[src/rtl/gray_xcode_pkg.sv]
// Shared types and pure conversion helpers for the Gray transcoder block.
package gray_xcode_pkg;

    // Conversion direction carried alongside each request and result.
    typedef enum logic {
        BIN2GRAY = 1'b0,
        GRAY2BIN = 1'b1
    } dir_e;

    // Widest code word the helpers handle; narrower words are zero-extended.
    // Zero-extension is harmless for both directions: the extra high bits
    // stay zero and never fold into the low WIDTH bits.
    localparam int MAX_W = 64;

    // Width of a requester index; never narrower than one bit.
    function automatic int id_width(input int n);
        return (n <= 2) ? 1 : $clog2(n);
    endfunction

    // g = b ^ (b >> 1), written as a concatenation to keep widths exact.
    function automatic logic [MAX_W-1:0] bin2gray(input logic [MAX_W-1:0] b);
        return b ^ {1'b0, b[MAX_W-1:1]};
    endfunction

    // Prefix XOR from the MSB down: b[j] = b[j+1] ^ g[j].
    function automatic logic [MAX_W-1:0] gray2bin(input logic [MAX_W-1:0] g);
        logic [MAX_W-1:0] b;
        b[MAX_W-1] = g[MAX_W-1];
        for (int j = MAX_W - 2; j >= 0; j--) begin
            b[j] = b[j+1] ^ g[j];
        end
        return b;
    endfunction

endpackage

[src/rtl/gray_xcode_unit.sv]
// Standalone combinational binary/Gray converter selected by direction.
module gray_xcode_unit
    import gray_xcode_pkg::*;
#(
    parameter int WIDTH = 8
) (
    input  logic [WIDTH-1:0] i_data,
    input  logic             i_dir,
    output logic [WIDTH-1:0] o_result
);

    logic [MAX_W-1:0] w_ext;
    logic [MAX_W-1:0] w_b2g;
    logic [MAX_W-1:0] w_g2b;
    logic             w_unused_hi;

    assign w_ext  = MAX_W'(i_data);
    assign w_b2g  = bin2gray(w_ext);
    assign w_g2b  = gray2bin(w_ext);

    // High bits of the widened results are always zero and carry no information.
    assign w_unused_hi = ^{w_b2g[MAX_W-1:WIDTH], w_g2b[MAX_W-1:WIDTH]};

    // Pick the converted word for the requested direction.
    always_comb begin
        o_result = '0;
        case (dir_e'(i_dir))
            BIN2GRAY: o_result = w_b2g[WIDTH-1:0];
            GRAY2BIN: o_result = w_g2b[WIDTH-1:0];
            default:  o_result = w_b2g[WIDTH-1:0];
        endcase
    end

endmodule

[src/rtl/gray_xcode_arbiter.sv]
// Round-robin shared binary/Gray transcoder with a single-entry result slot.
module gray_xcode_arbiter
    import gray_xcode_pkg::*;
#(
    parameter  int N_REQ = 4,
    parameter  int WIDTH = 8,
    localparam int ID_W  = id_width(N_REQ)
) (
    input  logic                        i_clk,
    input  logic                        i_rst,
    input  logic [N_REQ-1:0]            i_req_valid,
    input  logic [N_REQ-1:0]            i_req_dir,
    input  logic [N_REQ-1:0][WIDTH-1:0] i_req_data,
    output logic [N_REQ-1:0]            o_req_ready,
    output logic                        o_rsp_valid,
    input  logic                        i_rsp_ready,
    output logic [ID_W-1:0]             o_rsp_id,
    output logic                        o_rsp_dir,
    output logic [WIDTH-1:0]            o_rsp_data
);

    logic              r_rsp_valid;
    logic [ID_W-1:0]   r_rsp_id;
    logic              r_rsp_dir;
    logic [WIDTH-1:0]  r_rsp_data;
    logic [ID_W-1:0]   r_rr_ptr;

    logic              w_slot_free;
    logic [N_REQ-1:0]  w_grant;
    logic              w_grant_any;
    logic [ID_W-1:0]   w_grant_idx;
    int                w_sum;
    int                w_idx;
    logic [WIDTH-1:0]  w_sel_data;
    logic              w_sel_dir;
    logic [WIDTH-1:0]  w_conv;

    // The slot can take a new result when empty or when it drains this cycle.
    assign w_slot_free = !r_rsp_valid || i_rsp_ready;

    // Round-robin search starting at r_rr_ptr; first valid requester wins.
    always_comb begin
        w_grant     = '0;
        w_grant_any = 1'b0;
        w_grant_idx = '0;
        w_sum       = 0;
        w_idx       = 0;
        for (int k = 0; k < N_REQ; k++) begin
            w_sum = int'(r_rr_ptr) + k;
            w_idx = (w_sum >= N_REQ) ? (w_sum - N_REQ) : w_sum;
            if (w_slot_free && !w_grant_any && i_req_valid[w_idx]) begin
                w_grant_any    = 1'b1;
                w_grant_idx    = ID_W'(w_idx);
                w_grant[w_idx] = 1'b1;
            end else begin
                w_grant_any = w_grant_any;
            end
        end
    end

    assign o_req_ready = w_grant;
    assign w_sel_data  = i_req_data[w_grant_idx];
    assign w_sel_dir   = i_req_dir[w_grant_idx];

    gray_xcode_unit #(
        .WIDTH (WIDTH)
    ) u_conv (
        .i_data   (w_sel_data),
        .i_dir    (w_sel_dir),
        .o_result (w_conv)
    );

    // Output slot and round-robin pointer: load on grant, drain on consumer ready.
    always_ff @(posedge i_clk or posedge i_rst) begin
        if (i_rst) begin
            r_rsp_valid <= 1'b0;
            r_rsp_id    <= '0;
            r_rsp_dir   <= 1'b0;
            r_rsp_data  <= '0;
            r_rr_ptr    <= '0;
        end else if (w_grant_any) begin
            r_rsp_valid <= 1'b1;
            r_rsp_id    <= w_grant_idx;
            r_rsp_dir   <= w_sel_dir;
            r_rsp_data  <= w_conv;
            r_rr_ptr    <= (w_grant_idx == ID_W'(N_REQ - 1)) ? '0 : (w_grant_idx + ID_W'(1));
        end else if (i_rsp_ready) begin
            r_rsp_valid <= 1'b0;
        end else begin
            r_rsp_valid <= r_rsp_valid;
        end
    end

    assign o_rsp_valid = r_rsp_valid;
    assign o_rsp_id    = r_rsp_id;
    assign o_rsp_dir   = r_rsp_dir;
    assign o_rsp_data  = r_rsp_data;

endmodule

[config.mk]
export PLATFORM = sky130hd
export DESIGN_NAME = gray_xcode_arbiter
export DESIGN_NICKNAME = d
export VERILOG_FILES = /design/src/rtl/gray_xcode_pkg.sv /design/src/rtl/gray_xcode_unit.sv /design/src/rtl/gray_xcode_arbiter.sv
export SDC_FILE = /design/constraint.sdc
export NUM_CORES = 1
export LEC_CHECK = 0
export BUFFER_PORTS_ARGS = -buffer_cell sky130_fd_sc_hd__buf_2
export CORE_AREA = 2 2 52 74
export DETAILED_ROUTE_END_ITERATION = 6
export DIE_AREA = 0 0 54 76
export PLACE_DENSITY = 0.77
export SYNTH_ARGS = -nofsm -noshare
export SYNTH_HDL_FRONTEND = slang
export SYNTH_SLANG_ARGS = --single-unit
export TNS_END_PERCENT = 100
[constraint.sdc]
create_clock -name i_clk -period 3.9 [get_ports i_clk]
set_clock_uncertainty 0.15 [all_clocks]
set_input_delay 0.39 -clock i_clk [delete_from_list [all_inputs] [get_ports i_clk]]
set_output_delay 0.39 -clock i_clk [all_outputs]
set_load 0.02 [all_outputs]
Yosys cells after proc, flatten, opt, wreduce, memory -nomap -nowiden

Index checks and enable logic that the tools add are counted.

Register bits after elaboration: 14

Magnitude comparators: 13
Muxes and demuxes: 44
Bitwise operators: 12
Equal/unequal tests: 1
Reductions and logical operators: 17
Add/subtract/negate cells: 8

Operator list:

| cell                                                 | count |
|---|---|
| >= comparator 32 x 1 -> 1 bit, second input constant | 4 |
| < comparator 32 x 4 -> 1 bit, second input constant  | 4 |
| two-way mux 32 bit                                   | 4 |
| two-way mux 1 bit                                    | 19 |
| binary-select mux 8 bit (select 2 bit)               | 1 |
| two-way mux 4 bit                                    | 4 |
| one-hot mux 8 bit (2 select lines)                   | 1 |
| OR 4 bit                                             | 3 |
| subtractor 3 x 3 -> 4 bit, second input constant     | 3 |
| logical AND 1 bit                                    | 11 |
| binary-select mux 1 bit (select 2 bit)               | 5 |
| two-way mux 2 bit                                    | 5 |
| >= comparator 3 bit, second input constant           | 3 |
| demux 1 bit (select 2 bit)                           | 4 |
| two-way mux 8 bit                                    | 1 |
| bitwise XOR 8 x 7 -> 8 bit                           | 1 |
| bitwise XOR 1 bit                                    | 7 |
| adder 2 x 2 -> 3 bit, second input constant          | 2 |
| zero test 1 bit                                      | 4 |
| subtractor 2 x 3 -> 4 bit, second input constant     | 1 |
| adder 2 x 1 -> 3 bit, second input constant          | 1 |
| >= comparator 2 x 3 -> 1 bit, second input constant  | 1 |
| < comparator 2 x 3 -> 1 bit, second input constant   | 1 |
| adder 2 x 1 -> 2 bit, second input constant          | 1 |
| other kinds (4)                                      | 4 |

Logic depth before layout (Yosys ltp)

Depth after elaboration: 29
Mapped depth: 15
Gate-level depth less buffers: 12

Hierarchy

Synthesis repeated with hierarchy kept, for this count alone.

Cells, all modules: 179
Area total of the unflattened synthesis: 1695.4 um^2

Modules (own cells, without submodules):

| module             | area each (um^2) | times used | cells each | seq. area each (um^2) |
|---|---|---|---|---|
| gray_xcode_arbiter | 1475.2           | 1          | 152        | 350.3 |
| gray_xcode_unit    | 220.2            | 1          | 27         | 0.0 |

Least setup slack after synthesis

No wires, ideal clock.

Kind: register -> register
Start: register r_rr_ptr[0]
End: register r_rsp_data[0], in the netlist o_rsp_data[0]
Period minus slack after synthesis: 3.514 ns
Arrival: 3.272 ns
Setup slack: 0.386 ns
Cell stages (with the launch flop): 16
Buffers on the path: 4
Cell sequence: dfrtp_1 > buf_6 > inv_2 > ha_1 > buf_2 > inv_1 > and3_1 > o211ai_1 > clkbuf_1 > and2_1 > buf_2 > mux4_2 > xnor2_1 > xor2_1 > a21oi_1 > o31ai_2

Word-level cells in the longest chain between the ends: 29
Elaborated cells between the ends (all ways): 59
Those cells by class: 7 x add/sub; 4 x order compare; 29 x mux; 9 x bitwise; 10 x reduce/logical

RTL lines:

| element                                                                   | line                     | source |
|---|---|---|
| start: declaration                                                        | gray_xcode_arbiter.sv:26 | `logic [ID_W-1:0] r_rr_ptr;` |
| start signal: assignment                                                  | gray_xcode_arbiter.sv:86 | `r_rr_ptr <= (w_grant_idx == ID_W'(N_REQ - 1)) ? '0 : (w_grant_idx + ID_W'(1));` |
| subtractor 2 x 3 -> 4 bit or >= comparator 2 x 3 -> 1 bit (tied branches) | gray_xcode_arbiter.sv:50 | `w_idx = (w_sum >= N_REQ) ? (w_sum - N_REQ) : w_sum;` |
| two-way mux 32 bit                                                        | gray_xcode_arbiter.sv:50 |  |
| binary-select mux 1 bit (select 2 bit)                                    | gray_xcode_arbiter.sv:51 | `if (w_slot_free && !w_grant_any && i_req_valid[w_idx]) begin` |
| two-way mux 1 bit (implied by the code) (2 in a row)                      | gray_xcode_arbiter.sv:51 |  |
| logical AND 1 bit                                                         | gray_xcode_arbiter.sv:51 |  |
| two-way mux 1 bit                                                         | gray_xcode_arbiter.sv:51 |  |
| zero test 1 bit                                                           | gray_xcode_arbiter.sv:51 |  |
| logical AND 1 bit (2 in a row)                                            | gray_xcode_arbiter.sv:51 |  |
| [... 4 more ...]                                                          | --                       |  |
| two-way mux 1 bit                                                         | gray_xcode_arbiter.sv:51 |  |
| zero test 1 bit                                                           | gray_xcode_arbiter.sv:51 |  |
| logical AND 1 bit (2 in a row)                                            | gray_xcode_arbiter.sv:51 |  |
| two-way mux 2 bit                                                         | gray_xcode_arbiter.sv:51 |  |
| binary-select mux 8 bit (select 2 bit)                                    | gray_xcode_arbiter.sv:62 | `assign w_sel_data = i_req_data[w_grant_idx];` |
| two-way mux 8 bit (implied by the code)                                   | gray_xcode_arbiter.sv:62 |  |
| bitwise XOR 1 bit (7 in a row)                                            | gray_xcode_pkg.sv:30     | `b[j] = b[j+1] ^ g[j];` |
| one-hot mux 8 bit (2 select lines)                                        | gray_xcode_unit.sv:27    | `case (dir_e'(i_dir))` |
| end signal: assignment                                                    | gray_xcode_arbiter.sv:85 | `r_rsp_data <= w_conv;` |
| end: declaration                                                          | gray_xcode_arbiter.sv:25 | `logic [WIDTH-1:0] r_rsp_data;` |

Several ways; a longest one is shown, not always the timed one. The select of a mux whose other input is x is not followed.
A chain may end at the register's enable or synchronous reset.

Worst setup path after layout

Ends and elaborated chain as after synthesis.

==> flow_metrics.tcl <==
set metrics [dict create \
    num_io_pins 59 \
    num_vias 1565 \
    status "complete, no violations" \
    die_area_um2 4100 \
    synth_area_um2 1660 \
    cts_tree "built" \
    syn_avg_cell_area_um2 9.00 \
    clk_pin_slew_ns 0.06 \
    first_pass_iters 5 \
    overflow 0 \
    timing_hold_violations_final 0 \
    finalPower_mw 2.05 \
    dp.cells 277 \
    place.detailed.hpwl_um 3260 \
    area_growth_pct 20.8 \
    yosysTopAreaCell "dfrtp_1" \
    place_ws_ns 0.323 \
    hold_class "in2async" \
    row_count 26 \
    antenna_found_initial 0 \
    rsz0062_at_grt "false" \
    final_area_um2 2010 \
    synth_area_leaders "dfrtp_1, mux4_2, ha_1" \
    final_util 0.572 \
    finalCritPeriodShare 0.918 \
    fin_crit_ns 3.58 \
    synth_cells 185 \
    grt_max_degree 22 \
    power.density_nw_per_um2 1020 \
    cp-start-kind "flop" \
    core-area_um2 3510 \
    die_w_um 54 \
    leakage_nw 0.943 \
    ir_drop_mv 0.519 \
    grt_usage 0.210 \
    post_cts_buffers 0 \
    netlist.area_leader.share 0.211 \
    finalNonFillerCells 281 \
    cap_violations 0 \
    placed_area_um2 1960 \
    hold_buffers 0 \
    async_flop_share 1.00 \
    ys.flop_type "dfrtp_1" \
    start_util 0.474 \
    first_global_vias 1535 \
    ys_warn_count 0 \
    crit_fanout 9 \
    clk_latency_ns 0.24 \
    io_buffer_count 58 \
    max-clock-path-buffers 2 \
    routabilityCongestion 0.880 \
    post_cts_resized 0 \
    syn_nets 236 \
    whs_ns 0.0171 \
    vias_per_cell 5.57 \
    ys_seq_elements 14 \
    fp.dieH_um 76 \
    cts_sinks 14 \
    ys_seq_area_frac 0.211 \
    path_class "reg2reg" \
    drt-initial-drc-count 33 \
    drv_slew 0 \
    routed_wl_um 4010 \
    cp_data_arrival_time_ns 3.58 \
    synth_edf_count 0 \
    max_freq_ghz 0.279 \
    antenna_cells 0 \
    root_buffer "clkbuf_8" \
    slew_headroom 0.574 \
    fin_tns_setup_ns 0 \
    required_ns 3.90 \
    cts_max_level 1 \
    post_drt_wl_per_cell_um 14.3 \
    worstMarginPinSlew_ns 0.638 \
    grt_pass1_wl_um 6810 \
    layout_commonest_cell "buf_2" \
    synth_cell_types 45 \
    setup_viol_count_final 0 \
    nets 291 \
    cts_made_buffers 3 \
    drive_gt1_frac 0.377 \
    setup_slack_ns 0.322 \
    end_kind "flop" \
    route.detailed.drc 0 \
    antenna_left 0 \
    final_cell_mix "buf_2, nand2_1, dfrtp_1" \
]
[logic make-up after synthesis]
family | synth area share
compound gates | 0.273
xor+xnor | 0.0835
fa+ha+maj | 0.0602
buf+inv | 0.0737
flops | 0.211
mux | 0.125
simple gates | 0.174
[cell usage after synthesis (2+ instances only)]
| cell | n |
|---|---|
| o21ai_0 | 13 |
| dfrtp_1 | 14 |
| and2_1 | 4 |
| o22ai_1 | 4 |
| a222oi_1 | 4 |
| a21boi_0 | 7 |
| o31ai_2 | 2 |
| inv_1 | 8 |
| xor2_1 | 3 |
| buf_2 | 5 |
| a21oi_1 | 6 |
| mux4_2 | 6 |
| nand2_1 | 25 |
| and3_1 | 9 |
| a21o_1 | 2 |
| ha_1 | 8 |
| a21oi_2 | 2 |
| mux2i_1 | 5 |
| nand2b_1 | 3 |
| buf_6 | 4 |
| nor3_1 | 4 |
| o32ai_2 | 3 |
| mux2_2 | 2 |
| xnor2_1 | 11 |
| nor2_1 | 7 |
| clkbuf_1 | 3 |
| nor3b_1 | 3 |
[worst max-delay path, cell delays in order, from the launching register on]
cell,delay (ns)
dfrtp_1,0.39
inv_2,0.14
ha_1,0.36
inv_1,0.17
a311oi_2,0.11
a31oi_2,0.29
or2_1,0.48
mux4_2,0.61
xnor2_1,0.26
xor2_1,0.21
a21oi_1,0.10
o31ai_2,0.21
[cell type report]
type / instances / area [µm²]
Tap cell: 42 / 52.6
Clock buffer: 4 / 55.1
Inverter: 9 / 33.8
Sequential cell: 14 / 350
Multi-Input combinational cell: 149 / 1190
Timing Repair Buffer: 63 / 328
Fill cell: 359 / 1500
[sequential cells by signal, indices dropped and copies added, names as in the netlist]
register     cells
r_rr_ptr         2
o_rsp_valid      1
o_rsp_id         2
o_rsp_data       8
o_rsp_dir        1
[worst paths after layout]
check                              start             to  slack, ns  cells after the start
setup reg to reg             r_rr_ptr[0]  o_rsp_data[0]       0.32                     11
hold / removal                     i_rst      o_rsp_dir       0.02                      2
hold reg to reg            o_rsp_data[5]  o_rsp_data[5]       0.33                      2
max in group asynchronous          i_rst    r_rr_ptr[0]       3.25                      2
setup / recovery             r_rr_ptr[0]  o_rsp_data[0]       0.32                     11
min in group i_clk         o_rsp_data[5]  o_rsp_data[5]       0.33                      2
[metal layers]
metal  vias to the layer above  share of wire  track usage
met3                         8          0.031       0.0118
met1                       739           0.39        0.258
met2                        37           0.57        0.379
li1                        781              -            -
met4                         0          0.016       0.0525
met5                         -              0            0
[report_power, final]
part	switching [mW]	internal, mW
Sequential	0.0343	0.222
Clock	0.0492	0.0892
Combinational	0.941	0.717
No activity file was read; power rests on OpenSTA's default activity.
